==> config.mk <==
export PLATFORM = sky130hd
export DESIGN_NAME = retire_trace_fifo
export DESIGN_NICKNAME = d
export VERILOG_FILES = /design/src/rtl/retire_trace_fifo.sv
export SDC_FILE = /design/constraint.sdc
export NUM_CORES = 1
export LEC_CHECK = 0
export BUFFER_PORTS_ARGS = -buffer_cell sky130_fd_sc_hd__buf_2
export CORE_ASPECT_RATIO = 0.9
export CORE_MARGIN = 8
export CORE_UTILIZATION = 50
export DETAILED_ROUTE_END_ITERATION = 16
export PLACE_DENSITY = 0.69
export SLEW_MARGIN = 20
export SYNTH_ARGS = -nofsm -noshare
export SYNTH_HDL_FRONTEND = slang
export SYNTH_SLANG_ARGS = --single-unit
==> constraint.sdc <==
create_clock -name i_clk -period 19.4 [get_ports i_clk]
set_clock_uncertainty 0.2 [all_clocks]
set_input_delay 1.94 -clock i_clk [delete_from_list [all_inputs] [get_ports i_clk]]
set_output_delay 1.94 -clock i_clk [all_outputs]
set_load 0.05 [all_outputs]
==> src/rtl/retire_trace_fifo.sv <==
// retire_trace_fifo: DEPTH-entry trace FIFO behind the hart retire port,
// with 64-bit cycle/instret counters, drop accounting and halt tracking.
// Ports: i_clk/i_rst_n/i_clr; i_retire_* capture side; o_trace_* with
// o_trace_valid/i_trace_ready drain side; o_cycle_cnt, o_instret_cnt,
// o_drop_cnt, o_overflow, o_halted, o_done status.
// Optional: define RETIRE_TRACE_RS_EN to add rs1/rs2 addr/data fields.
module retire_trace_fifo #(
  parameter int DEPTH  = 8,
  parameter int DROP_W = 16
) (
  input  logic              i_clk,
  input  logic              i_rst_n,
  input  logic              i_clr,
  input  logic              i_retire_valid,
  input  logic [31:0]       i_retire_pc,
  input  logic [31:0]       i_retire_inst,
  input  logic [4:0]        i_retire_rd_waddr,
  input  logic [31:0]       i_retire_rd_wdata,
  input  logic              i_retire_trap,
  input  logic              i_retire_halt,
`ifdef RETIRE_TRACE_RS_EN
  input  logic [4:0]        i_retire_rs1_raddr,
  input  logic [4:0]        i_retire_rs2_raddr,
  input  logic [31:0]       i_retire_rs1_rdata,
  input  logic [31:0]       i_retire_rs2_rdata,
  output logic [4:0]        o_trace_rs1_raddr,
  output logic [4:0]        o_trace_rs2_raddr,
  output logic [31:0]       o_trace_rs1_rdata,
  output logic [31:0]       o_trace_rs2_rdata,
`endif
  output logic              o_trace_valid,
  input  logic              i_trace_ready,
  output logic [31:0]       o_trace_pc,
  output logic [31:0]       o_trace_inst,
  output logic [31:0]       o_trace_rd_wdata,
  output logic [4:0]        o_trace_rd_waddr,
  output logic              o_trace_trap,
  output logic              o_trace_halt,
  output logic [63:0]       o_cycle_cnt,
  output logic [63:0]       o_instret_cnt,
  output logic [DROP_W-1:0] o_drop_cnt,
  output logic              o_overflow,
  output logic              o_halted,
  output logic              o_done
);

  localparam int AW = $clog2(DEPTH);
  localparam int CW = AW + 1;

  typedef struct packed {
    logic [31:0] pc;
    logic [31:0] inst;
    logic [4:0]  rd;
    logic [31:0] wd;
    logic        trap;
    logic        halt;
`ifdef RETIRE_TRACE_RS_EN
    logic [4:0]  rs1a;
    logic [4:0]  rs2a;
    logic [31:0] rs1d;
    logic [31:0] rs2d;
`endif
  } ent_t;

  typedef enum logic {
    RUN,
    HALTED
  } st_t;

  st_t st, st_nxt;

  ent_t mem [DEPTH];
  ent_t w_ent;
  ent_t hd;

  logic [AW-1:0] head, tail;
  logic [CW-1:0] cnt;
  logic [63:0] cyc, ins;
  logic [DROP_W-1:0] drp;
  logic ovf;

  logic halted, full, empty;
  logic acc, push, pop, drop;

  assign halted = (st == HALTED);
  assign full   = (cnt == CW'(DEPTH));
  assign empty  = (cnt == '0);

  assign acc  = i_retire_valid && !halted;
  assign pop  = !empty && i_trace_ready;
  assign push = acc && (!full || pop);
  assign drop = acc && full && !pop;

  always_comb begin
    st_nxt = st;
    unique case (st)
      RUN:    if (acc && i_retire_halt) st_nxt = HALTED;
      HALTED: st_nxt = HALTED;
      default: st_nxt = RUN;
    endcase
  end

  always_ff @(posedge i_clk or negedge i_rst_n) begin
    if (!i_rst_n)   st <= RUN;
    else if (i_clr) st <= RUN;
    else            st <= st_nxt;
  end

  always_comb begin
    w_ent      = '0;
    w_ent.pc   = i_retire_pc;
    w_ent.inst = i_retire_inst;
    w_ent.rd   = i_retire_rd_waddr;
    w_ent.wd   = i_retire_rd_wdata;
    w_ent.trap = i_retire_trap;
    w_ent.halt = i_retire_halt;
`ifdef RETIRE_TRACE_RS_EN
    w_ent.rs1a = i_retire_rs1_raddr;
    w_ent.rs2a = i_retire_rs2_raddr;
    w_ent.rs1d = i_retire_rs1_rdata;
    w_ent.rs2d = i_retire_rs2_rdata;
`endif
  end

  always_ff @(posedge i_clk) begin
    if (push && !i_clr) mem[tail] <= w_ent;
  end

  always_ff @(posedge i_clk or negedge i_rst_n) begin
    if (!i_rst_n) begin
      head <= '0;
      tail <= '0;
      cnt  <= '0;
      cyc  <= '0;
      ins  <= '0;
      drp  <= '0;
      ovf  <= 1'b0;
    end else if (i_clr) begin
      head <= '0;
      tail <= '0;
      cnt  <= '0;
      cyc  <= '0;
      ins  <= '0;
      drp  <= '0;
      ovf  <= 1'b0;
    end else begin
      if (push) tail <= tail + AW'(1);
      if (pop)  head <= head + AW'(1);
      unique case (1'b1)
        push && !pop: cnt <= cnt + CW'(1);
        pop && !push: cnt <= cnt - CW'(1);
        default: ;
      endcase
      if (!halted) cyc <= cyc + 64'd1;
      if (acc)     ins <= ins + 64'd1;
      if (drop) begin
        ovf <= 1'b1;
        if (drp != '1) drp <= drp + DROP_W'(1);
      end
    end
  end

  // Gate the head read so every output is 0 while empty (incl. reset).
  assign hd = empty ? '0 : mem[head];

  assign o_trace_valid    = !empty;
  assign o_trace_pc       = hd.pc;
  assign o_trace_inst     = hd.inst;
  assign o_trace_rd_waddr = hd.rd;
  assign o_trace_rd_wdata = hd.wd;
  assign o_trace_trap     = hd.trap;
  assign o_trace_halt     = hd.halt;
`ifdef RETIRE_TRACE_RS_EN
  assign o_trace_rs1_raddr = hd.rs1a;
  assign o_trace_rs2_raddr = hd.rs2a;
  assign o_trace_rs1_rdata = hd.rs1d;
  assign o_trace_rs2_rdata = hd.rs2d;
`endif

  assign o_cycle_cnt   = cyc;
  assign o_instret_cnt = ins;
  assign o_drop_cnt    = drp;
  assign o_overflow    = ovf;
  assign o_halted      = halted;
  assign o_done        = halted && empty;

endmodule
Word level (Yosys, flattened, before mapping):

Memories as Yosys holds them, arrays and structs flattened.
Index checks and enable logic that the tools add are counted.

* register bits: 156
* latch bits: 0
* bits in writable memories: 824
* bits in read-only memories: 0
* bits of input ports: 108
* output and inout port bits: 251
* memories kept: 1

Memories
* mem: words 8, bits a word 103, read ports 1, clocked after Yosys merged registers in 0, wr ports 1, RTL line 72 `ent_t mem [DEPTH];`

* add/subtract/negate cells: 7
* $mul: 0
* divide/modulo/power cells: 0
* order comparisons: 0
* equal/unequal tests: 3
* shift-type cells: 0
* muxes and demuxes: 21
* bitwise operators: 1
* reductions and logical operators: 25

Operators with widths (count)
* $mux W64: 4
* $add A64 B1 Y64 const B: 2
* $mux W103: 1
* $mux W16: 3
* $add A16 B1 Y16 const B: 1
* $ne A16 B16 Y1 const B: 1
* $mux W3: 4
* $logic_and A1 B1 Y1: 10
* $reduce_bool A2 Y1: 5
* $pmux W4 S2: 1
* $add A3 B1 Y3 const B: 2
* $logic_not A1 Y1: 6
* $mux W1: 6
* $add A4 B1 Y4 const B: 1
* $eq A4 B4 Y1 const B: 1
* $logic_not A4 Y1: 1
* $mux W4: 1
* $sub A4 B1 Y4 const B: 1
* $reduce_bool A3 Y1: 1
* $ne A2 B2 Y1 const B: 1
* $pmux W1 S2: 1
* $reduce_and A2 Y1: 1
* $logic_or A1 B1 Y1: 1
* $not A1 Y1: 1

Logic depth before layout (Yosys ltp):

Gate-level depths: netlist (run 1).

* depth after elaboration: 9
* mapped depth: 12
* mapped depth without buffers: 11

Worst setup path before layout (run 1):

No wires, ideal clock.

* kind: in2reg
* start: input i_retire_valid
* end: memory mem[0][0] (netlist name) (enable)
* arrival: 9.605 ns
* path slack: 8.904 ns
* cell stages on the path: 4
* cell sequence: nand2b_2 a21o_1 or3_1 nor3_1

* longest elaborated chain between the ends: 5

RTL lines
* from (decl): RTL line 14 `input logic i_retire_valid,`
* $logic_and A1 B1 Y1: RTL line 89 `assign acc = i_retire_valid && !halted;`
* $logic_and A1 B1 Y1: RTL line 91 `assign push = acc && (!full || pop);`
* $logic_and A1 B1 Y1: RTL line 126 `if (push && !i_clr) mem[tail] <= w_ent;`
* $mux W1: RTL line 126
* $mux W1 (implied by the code): RTL line 126
* to (decl): RTL line 72

No other way between the ends.

Worst setup path after layout (run 1):

* start: register head[0]
* end: output o_trace_inst[1]

* longest elaborated chain between the ends: 2

RTL lines
* from (decl): RTL line 76 `logic [AW-1:0] head, tail;`
* from (signal assigned): RTL line 148 `if (pop) head <= head + AW'(1);`
* $mem_v2 Z8 W103
* $mux W103: RTL line 164 `assign hd = empty ? '0 : mem[head];`
* to (decl): RTL line 34 `output logic [31:0] o_trace_inst,`

No other way between the ends.

==> metrics.md, run 1 <==
| Metric | Value |
|---|---|
| Status | `finished clean` |
| Root buf cell | `clkbuf_16` |
| Post-synthesis instance area | `0.0393 mm^2` |
| PortBufs | `358` |
| Core area | `0.0779 mm^2` |
| Leak pwr | `0.0155 uW` |
| Post-cts resize count | `0` |
| Synth unique cells | `44` |
| Syn nets | `2,323` |
| Flop pwr share | `41.4%` |
| Routability congestion estimate | `0.844` |
| Starting Density | `50.5%` |
| M1 wire length | `37,000 um` |
| NumNets Final | `2,704` |
| Hpwl dp | `51,800 um` |
| Crit path capture type | `output port` |
| CP dominant cell by count | `buf_4` |
| Power Density | `126 mW/mm^2` |
| TritonRoute pass-1 iters | `5` |
| Global route overflow | `0` |
| CP peak stage delay | `850 ps` |
| Cell Rows | `97` |
| DR vias/cell | `5.82` |
| RSZ-0062 raised after global routing | `false` |
| Cell Int Power | `3840 uW` |
| Family with the most delay on the worst path | `buffers and inverters` |
| Avg WL per Cell | `24.1 um` |
| Met3 wire length | `6460 um` |
| Ys Warns | `0` |
| Final ANT Viol Nets | `0` |
| Clk slew on worst S/H paths | `60 ps` |
| Ys async rst share | `15.9%` |
| CP required | `17,260 ps` |
| Final instance area | `0.0455 mm^2` |
| Final hold vios | `0` |
| Area share of the largest cell type after synthesis | `62.9%` |
| Slew @ Worst Pin | `1120 ps` |
| Gate power share | `26.4%` |
| Initial antenna violation count | `20` |
| Setup TNS | `0 ps` |
| Clock power share | `32.2%` |
| Layout cells sized above 1 | `29.1%` |
| Area Growth Syn to Fin | `15.7%` |
| Crit path DAT | `5230 ps` |
| F_max | `0.136 GHz` |
| Count leader, synth | `edfxtp_1` |
| Cell taking the most area after synthesis | `edfxtp_1` |
| Yosys reg bits | `980` |
| All-Layer GR Usage | `20.0%` |
| Synth area leaders | `edfxtp_1 (63%), mux4_2 (12%), dfrtp_1 (9.9%)` |
| Number of global-route vias before repair | `22,400` |
| Switching Share | `32.8%` |
| WP buf/inv | `4` |
| Hold buffer count at cts | `0` |
| H-tree depth | `3` |
| Crit path kind | `flop to output port` |
| DRT Wirelength | `89,500 um` |
| Initial DRC count | `1,941` |
| CTS tree | `done` |
| First-pass GRT wire length | `136,000 um` |
| Largest net degree at the start of global routing | `104` |
| Max-cap violations | `0` |
| Post-placement cell area | `0.0423 mm^2` |
| Final Non-Filler Cells | `3,712` |
| Worst hold path class | `flop to flop` |
| Post-route DRC | `0` |
| # setup viols final | `0` |
| Max layer used | `met5` |
| Crit-path slowest cell | `buf_4` |
| Synth cell count leaders | `edfxtp_1 (824), nor2_1 (212), mux4_2 (206), dfrtp_1 (156), mux2i_1 (106)` |
| Met2 wire len | `44,000 um` |
| Switching pwr | `1870 uW` |
| Post-synthesis sequential area ratio | `72.8%` |
| Hold_ws | `330 ps` |
| EDFF count, synth | `824` |
| Min Tclk post-route | `7370 ps` |
| CP Max Fanout | `47` |
| Die area | `0.0879 mm^2` |
| Period utilization | `38.0%` |
| Worst setup SP type | `flop` |
| Pre-CTS setup slack | `12,470 ps` |
| Slew Limit Fails | `0` |
| Primary FF master, synth | `edfxtp_1` |
| Cell count after synthesis | `2,208` |
| PnR worst setup slack | `12,030 ps` |
| Post-CTS Setup Inserts | `0` |
| CTS Buf Count | `98` |
| DP Cell Count | `3,527` |
| Syn_area_per_cell | `17.8 um^2` |
| Worst relative slew slack | `25.3%` |
| Clock Latency Late Sink | `640 ps` |
| Critical Path, Cell by Cell | `buf_4, buf_4, buf_4, mux4_2, mux2i_1, nor2_1, buf_2` |
| Sink Count | `980` |
| CTS max path bufs | `3` |
| Total number of vias | `21,600` |
| Die Wd | `312 um` |
| VDD IR-drop max | `143 uV` |
| Die Y | `282 um` |
| # IOs | `359` |
==> routing by layer <==
layer	track usage, %	vias up
met5	0	-
met4	4.90	26
met3	5.55	150
met2	33.4	640
met1	26.2	11200
li1	-	9565
==> flip-flops by register name, summed over array words and instances, names as in the netlist <==
signal,flops
head,3
o_overflow,1
o_halted,1
o_drop_cnt,16
o_instret_cnt,64
mem,824
cnt,4
tail,3
o_cycle_cnt,64
==> worst register-to-register path: stages (launching register included) <==
cell,delay [ps]
dfrtp_1,540
nand2b_2,350
a21o_1,250
or3_1,480
nor2_4,570
buf_4,630
buf_4,740
==> worst paths after layout <==
path,start,to,slack (ps),cells past startpoint
worst max-delay path,head[0]$_DFFE_PN0P_,o_trace_inst[1],12030,7
worst max register to register,o_halted$_DFF_PN0_,mem[6][48]$_DFFE_PP_,15210,6
worst min register to register,o_overflow$_DFFE_PN0P_,o_overflow$_DFFE_PN0P_,330,2
min in group asynchronous,i_rst_n,o_cycle_cnt[38]$_DFFE_PN0P_,1150,1
worst min-delay path,o_overflow$_DFFE_PN0P_,o_overflow$_DFFE_PN0P_,330,2
max in group asynchronous,i_rst_n,o_instret_cnt[10]$_DFFE_PN0P_,16340,2
==> per-stage QoR <==
stage / power, uW / utilization (%)
global route: 5930 / 58.4
finish: 5710 / 58.4
detailed placement: 3940 / 54.3
global placement: 3930 / 54.3
CTS: 5780 / 58.4
floorplan: 3540 / -
==> layout by cell type, fill, tap and decap left out, types with 42 or more instances in the layout <==
master / netlist / layout
xnor2_1: 46 / 46
nand3_1: 58 / 58
edfxtp_1: 824 / 824
nand4_1: 42 / 42
buf_2: 19 / 356
clkbuf_16: 0 / 98
dfrtp_1: 156 / 153
mux4_2: 206 / 206
or3_1: 52 / 52
a21oi_1: 75 / 75
nand2_1: 56 / 56
mux2i_1: 106 / 106
o21ai_0: 49 / 49
nor2_1: 212 / 205
==> layout make-up <==
| class | count | area, um^2 |
|---|---|---|
| clock inverter | 50 | 527 |
| timing repair buffer | 387 | 2070 |
| fill | 5857 | 32400 |
| multi-input combinational | 1098 | 10200 |
| inverter | 24 | 90.1 |
| antenna | 8 | 20.0 |
| sequential | 980 | 28700 |
| tap | 1039 | 1300 |
| clock buffer | 126 | 2620 |
==> power by group through the flow <==
stage | clock (uW) | combinational, uW | sequential (uW)
after floorplan | 0 | 1150 | 2390
after global placement | 0 | 1520 | 2410
after detailed placement | 0 | 1530 | 2410
after CTS | 1880 | 1540 | 2370
after global routing | 1960 | 1600 | 2370
final | 1840 | 1510 | 2360
==> cell families after synthesis <==
| kind of cell | count (synthesis) | synth area share, % |
|---|---|---|
| DFF | 980 | 72.8 |
| and+or+nand+nor | 544 | 7.16 |
| muxes | 314 | 14.6 |
| AOI/OAI and AO/OA | 154 | 2.16 |
| buffers and inverters | 130 | 1.30 |
| adders and majority gates | 7 | 0.223 |
| xor gates and xnor gates | 79 | 1.76 |
No activity file was read; power rests on OpenSTA's default activity.
==> run 2: changes to the inputs <==
- clock period: 19.4 -> 7.6 ns (I/O delays scaled with it)
==> metrics.md, run 2 (synthesis results as in run 1) <==
| Metric | Value |
|---|---|
| CTS Buf Count | `97` |
| Area Growth Syn to Fin | `15.7%` |
| Most frequent cells in the layout | `edfxtp_1 (824), buf_2 (356), mux4_2 (206)` |
| Crit path capture type | `output port` |
| Gate power share | `26.6%` |
| Post-route DRC | `0` |
| DR vias/cell | `5.85` |
| Core area | `0.0779 mm^2` |
| Largest net degree at the start of global routing | `119` |
| Root buf cell | `clkbuf_16` |
| Routability congestion estimate | `0.835` |
| Slew Limit Fails | `0` |
| PortBufs | `358` |
| Power Density | `317 mW/mm^2` |
| Post-layout util | `58.4%` |
| VDD IR-drop max | `342 uV` |
| F_max | `0.220 GHz` |
| NumNets Final | `2,710` |
| Worst hold path class | `input port to flop` |
| Number of global-route vias before repair | `22,300` |
| First-pass GRT wire length | `137,000 um` |
| Crit path DAT | `3590 ps` |
| All-Layer GR Usage | `20.1%` |
| H-tree depth | `3` |
| Worst relative slew slack | `25.8%` |
| Final hold vios | `0` |
| Die Wd | `312 um` |
| CP required | `6640 ps` |
| Initial DRC count | `2,333` |
| Hpwl dp | `53,600 um` |
| Final ANT Viol Nets | `0` |
| RSZ-0062 raised after global routing | `false` |
| R2R cell count | `11` |
| Hold buffer count at cts | `1` |
| Period utilization | `59.9%` |
| CP Max Fanout | `93` |
| TritonRoute pass-1 iters | `6` |
| Cell Int Power | `9710 uW` |
| # IOs | `359` |
| Leak pwr | `0.0154 uW` |
| Total number of vias | `21,800` |
| Post-CTS Setup Inserts | `0` |
| Flop pwr share | `41.7%` |
| Setup TNS | `0 ps` |
| Initial antenna violation count | `27` |
| CTS max path bufs | `3` |
| Post-cts resize count | `0` |
| Min Tclk post-route | `4550 ps` |
| Layout cells sized above 1 | `28.9%` |
| Switching Share | `32.7%` |
| Max-cap violations | `0` |
| WHS Path Cells | `1` |
| Worst setup SP type | `flop` |
| Die Y | `282 um` |
| Global route overflow | `0` |
| # setup viols final | `0` |
| Max reg flops | `824` |
| Slew @ Worst Pin | `1110 ps` |
| Clock power share | `31.7%` |
| Sink Count | `980` |
| Avg WL per Cell | `24.2 um` |
| Clock Latency Late Sink | `650 ps` |
| Most common cell after layout, fill and taps aside | `edfxtp_1` |
| Status | `finished clean` |
| DRT Wirelength | `90,100 um` |
| Largest Register | `mem` |
| Clk slew on worst S/H paths | `60 ps` |
| Crit path kind | `flop to output port` |
| Cell Rows | `97` |
| Starting Density | `50.5%` |
| Switching pwr | `4720 uW` |
| CTS tree | `done` |
| Die area | `0.0879 mm^2` |
[run 2: metal layers]
layer,vias up,global-route usage [%],share of wire (%)
met3,162,5.33,7.8
li1,9568,-,-
met4,22,5.20,2.2
met5,-,0,0.16
met1,11300,26.9,41
met2,737,33.0,48
[run 2: cell type report]
class / count / area [um^2]
repair buffers: 394 / 2160
inverters: 24 / 90.1
well taps: 1039 / 1300
clock buffers: 125 / 2640
fillers: 5847 / 32400
diodes: 14 / 35.0
clock inverters: 48 / 388
flip-flops and latches: 980 / 28700
multi-input cells: 1098 / 10200
[run 2: worst max-delay path, stage by stage (launching register included)]
cell and delay [ps]:
dfrtp_4 820, buf_12 630, mux4_2 590, mux2i_1 380, nor2_1 110, buf_2 250
[run 2: path summary, 6_finish.rpt]
check	from	end	slack [ps]
worst max-delay path	head[0]$_DFFE_PN0P_	o_trace_pc[9]	3050
worst min-delay path	i_retire_rd_wdata[20]	mem[1][22]$_DFFE_PP_	170
worst max register to register	cnt[0]$_DFFE_PN0P_	cnt[3]$_DFFE_PN0P_	3940
worst min register to register	o_overflow$_DFFE_PN0P_	o_overflow$_DFFE_PN0P_	320
max in group asynchronous	i_rst_n	o_instret_cnt[46]$_DFFE_PN0P_	5100
min in group asynchronous	i_rst_n	o_cycle_cnt[42]$_DFFE_PN0P_	530
[run 2: power groups by stage]
stage                     logic (uW)  registers, uW  clock network [uW]
after CTS                       3920           6020                4660
final                           3840           6020                4570
after floorplan                 2950           6090                   0
after global placement          3890           6130                   0
after global routing            4080           6030                4870
after detailed placement        3910           6130                   0
[run 2: per-stage QoR]
step / cell area (um^2) / setup slack (ps) / hold slack (ps) / std cells / total power (uW)
2_1_floorplan: 39300 / 880 / 264 / 2208 / 9030
3_3_place_gp: 42400 / 3410 / 306 / 3531 / 10000
3_5_place_dp: 42400 / 3660 / 322 / 3532 / 10000
4_1_cts: 45400 / 2930 / 125 / 3706 / 14600
5_1_grt: 45500 / 2780 / 142 / 3711 / 15000
6_report: 45500 / 3050 / 166 / 3722 / 14400
==> run 3: changes to the inputs <==
- PLACE_DENSITY: 0.69 -> 0.72
- clock period: 7.6 -> 4.02 ns (I/O delays scaled with it)
==> metrics.md, run 3 (synthesis results as in run 1) <==
| Metric | Value |
|---|---|
| Status | `finished clean` |
| Post-route DRC | `0` |
| Cell Rows | `97` |
| Sink Count | `980` |
| Crit path kind | `flop to output port` |
| Worst hold path class | `input port to flop` |
| DR vias/cell | `5.84` |
| Root buf cell | `clkbuf_16` |
| Crit path capture type | `output port` |
| H-tree depth | `3` |
| # IOs | `359` |
| Met3 Use GR | `3.48%` |
| Max-cap violations | `0` |
| Grt met1 use | `27.1%` |
| Largest net degree at the start of global routing | `112` |
| Power Density | `591 mW/mm^2` |
| Final Non-Filler Cells | `3,845` |
| Die Wd | `312 um` |
| PortBufs | `358` |
| Post-placement cell area | `0.0428 mm^2` |
| Min Tclk post-route | `3690 ps` |
| PnR worst setup slack | `328 ps` |
| Global route overflow | `0` |
| Final hold vios | `0` |
| Final ANT Viol Nets | `0` |
| Total number of vias | `22,500` |
| Slew Limit Fails | `0` |
| RSZ-0062 raised after global routing | `false` |
| Avg WL per Cell | `23.6 um` |
| CTS max path bufs | `3` |
| Core area | `0.0779 mm^2` |
| CP Max Fanout | `23` |
| Post-layout util | `60.5%` |
| Global routing's busiest layer | `met2` |
| Crit path DAT | `3090 ps` |
| Area Growth Syn to Fin | `19.9%` |
| Leak pwr | `0.0161 uW` |
| Die Y | `282 um` |
| Initial DRC count | `2,219` |
| Met2 GRT Util | `34.3%` |
| F_max | `0.271 GHz` |
| DP Cell Count | `3,547` |
| VDD IR-drop max | `824 uV` |
| Post-CTS Setup Inserts | `0` |
| Clk slew on worst S/H paths | `60 ps` |
| CTS tree | `done` |
| Max reg flops | `824` |
| Final instance area | `0.0471 mm^2` |
| CP required | `3420 ps` |
| Pre-CTS setup slack | `920 ps` |
| Layout cells sized above 1 | `28.9%` |
| Most common cell after layout, fill and taps aside | `edfxtp_1` |
| Worst setup SP type | `flop` |
| Starting Density | `50.5%` |
| Largest Register | `mem` |
| Clock Latency Late Sink | `660 ps` |
| DRT Wirelength | `90,700 um` |
| Die area | `0.0879 mm^2` |
| CTS Buf Count | `98` |
| Initial antenna violation count | `7` |
| Number of global-route vias before repair | `23,200` |
| NumNets Final | `2,831` |
| TritonRoute pass-1 iters | `6` |
| Hpwl dp | `53,100 um` |
| Worst relative slew slack | `38.0%` |
| Slew @ Worst Pin | `930 ps` |
| Filler instances | `5,689` |
| Post-cts resize count | `0` |
| # setup viols final | `0` |
| All-Layer GR Usage | `20.2%` |
| First-pass GRT wire length | `139,000 um` |
| Period utilization | `91.9%` |
| Most frequent cells in the layout | `edfxtp_1 (824), buf_2 (356), mux4_2 (206)` |
| Routability congestion estimate | `0.845` |
-- run 3: changes by cell type in the layout (fill, tap and decap cells not counted), sizes merged --
cell,delta
diode,-8
dlygate4sd3,+106
clkbuf,-8
clkinv,+12
bufinv,+4
clkinvlp,+4
buf,+13
-- run 3: where the power goes --
part           internal (uW)  total (uW)  switching, uW
combinational           2410        7440           5030
clock                   5100        9030           3930
sequential             11200       11400            176
-- run 3: layout make-up --
class                      count  area, um^2  area share, %
antenna                        6        15.0         0.0318
clock buffer                 116        2540           5.39
clock inverter                68         702           1.49
inverter                      24        90.1          0.191
multi-input combinational   1098       10300           21.8
sequential                   980       28700           60.8
tap                         1039        1300           2.76
timing repair buffer         514        3570           7.58
-- run 3: worst paths after layout --
kind	startpoint	endpoint	slack, ps	depth (start not counted)
max	head[0]$_DFFE_PN0P_	o_trace_rd_wdata[31]	330	5
min	i_clr	o_drop_cnt[13]$_DFFE_PN0P_	60	2
max reg2reg	cnt[0]$_DFFE_PN0P_	cnt[3]$_DFFE_PN0P_	980	10
min reg2reg	o_overflow$_DFFE_PN0P_	o_overflow$_DFFE_PN0P_	340	2
max in group asynchronous	i_rst_n	o_cycle_cnt[19]$_DFFE_PN0P_	2370	3
min in group asynchronous	i_rst_n	o_cycle_cnt[38]$_DFFE_PN0P_	220	2
-- run 3: timing repair --
| item | in CTS | in global routing |
|---|---|---|
| hold endpoints to repair | 937 | 0 |
| endpoints found under the setup margin | 0 | 0 |
| hold buffers | 107 | 0 |
-- run 3: per-layer routing --
layer,vias to the layer above,part of all wire [%]
met3,159,6.3
met5,-,0.030
met4,4,2.4
met2,835,50
li1,9815,-
met1,11700,41
-- run 3: through the flow --
step | hold WS, ps | total power, uW | TNS, ps
after floorplan | -93.6 | 17100 | -262480
after global placement | 324 | 19000 | 0
after detailed placement | 334 | 19100 | 0
after CTS | 13.6 | 28200 | 0
after global routing | 45.3 | 28900 | 0
final | 60.9 | 27900 | 0
-- run 3: critical path: stages, from the launching register on --
cell     delay, ps
dfrtp_4        790
buf_4          400
mux4_2         550
mux2i_1        360
nor2_1          90
buf_2          240
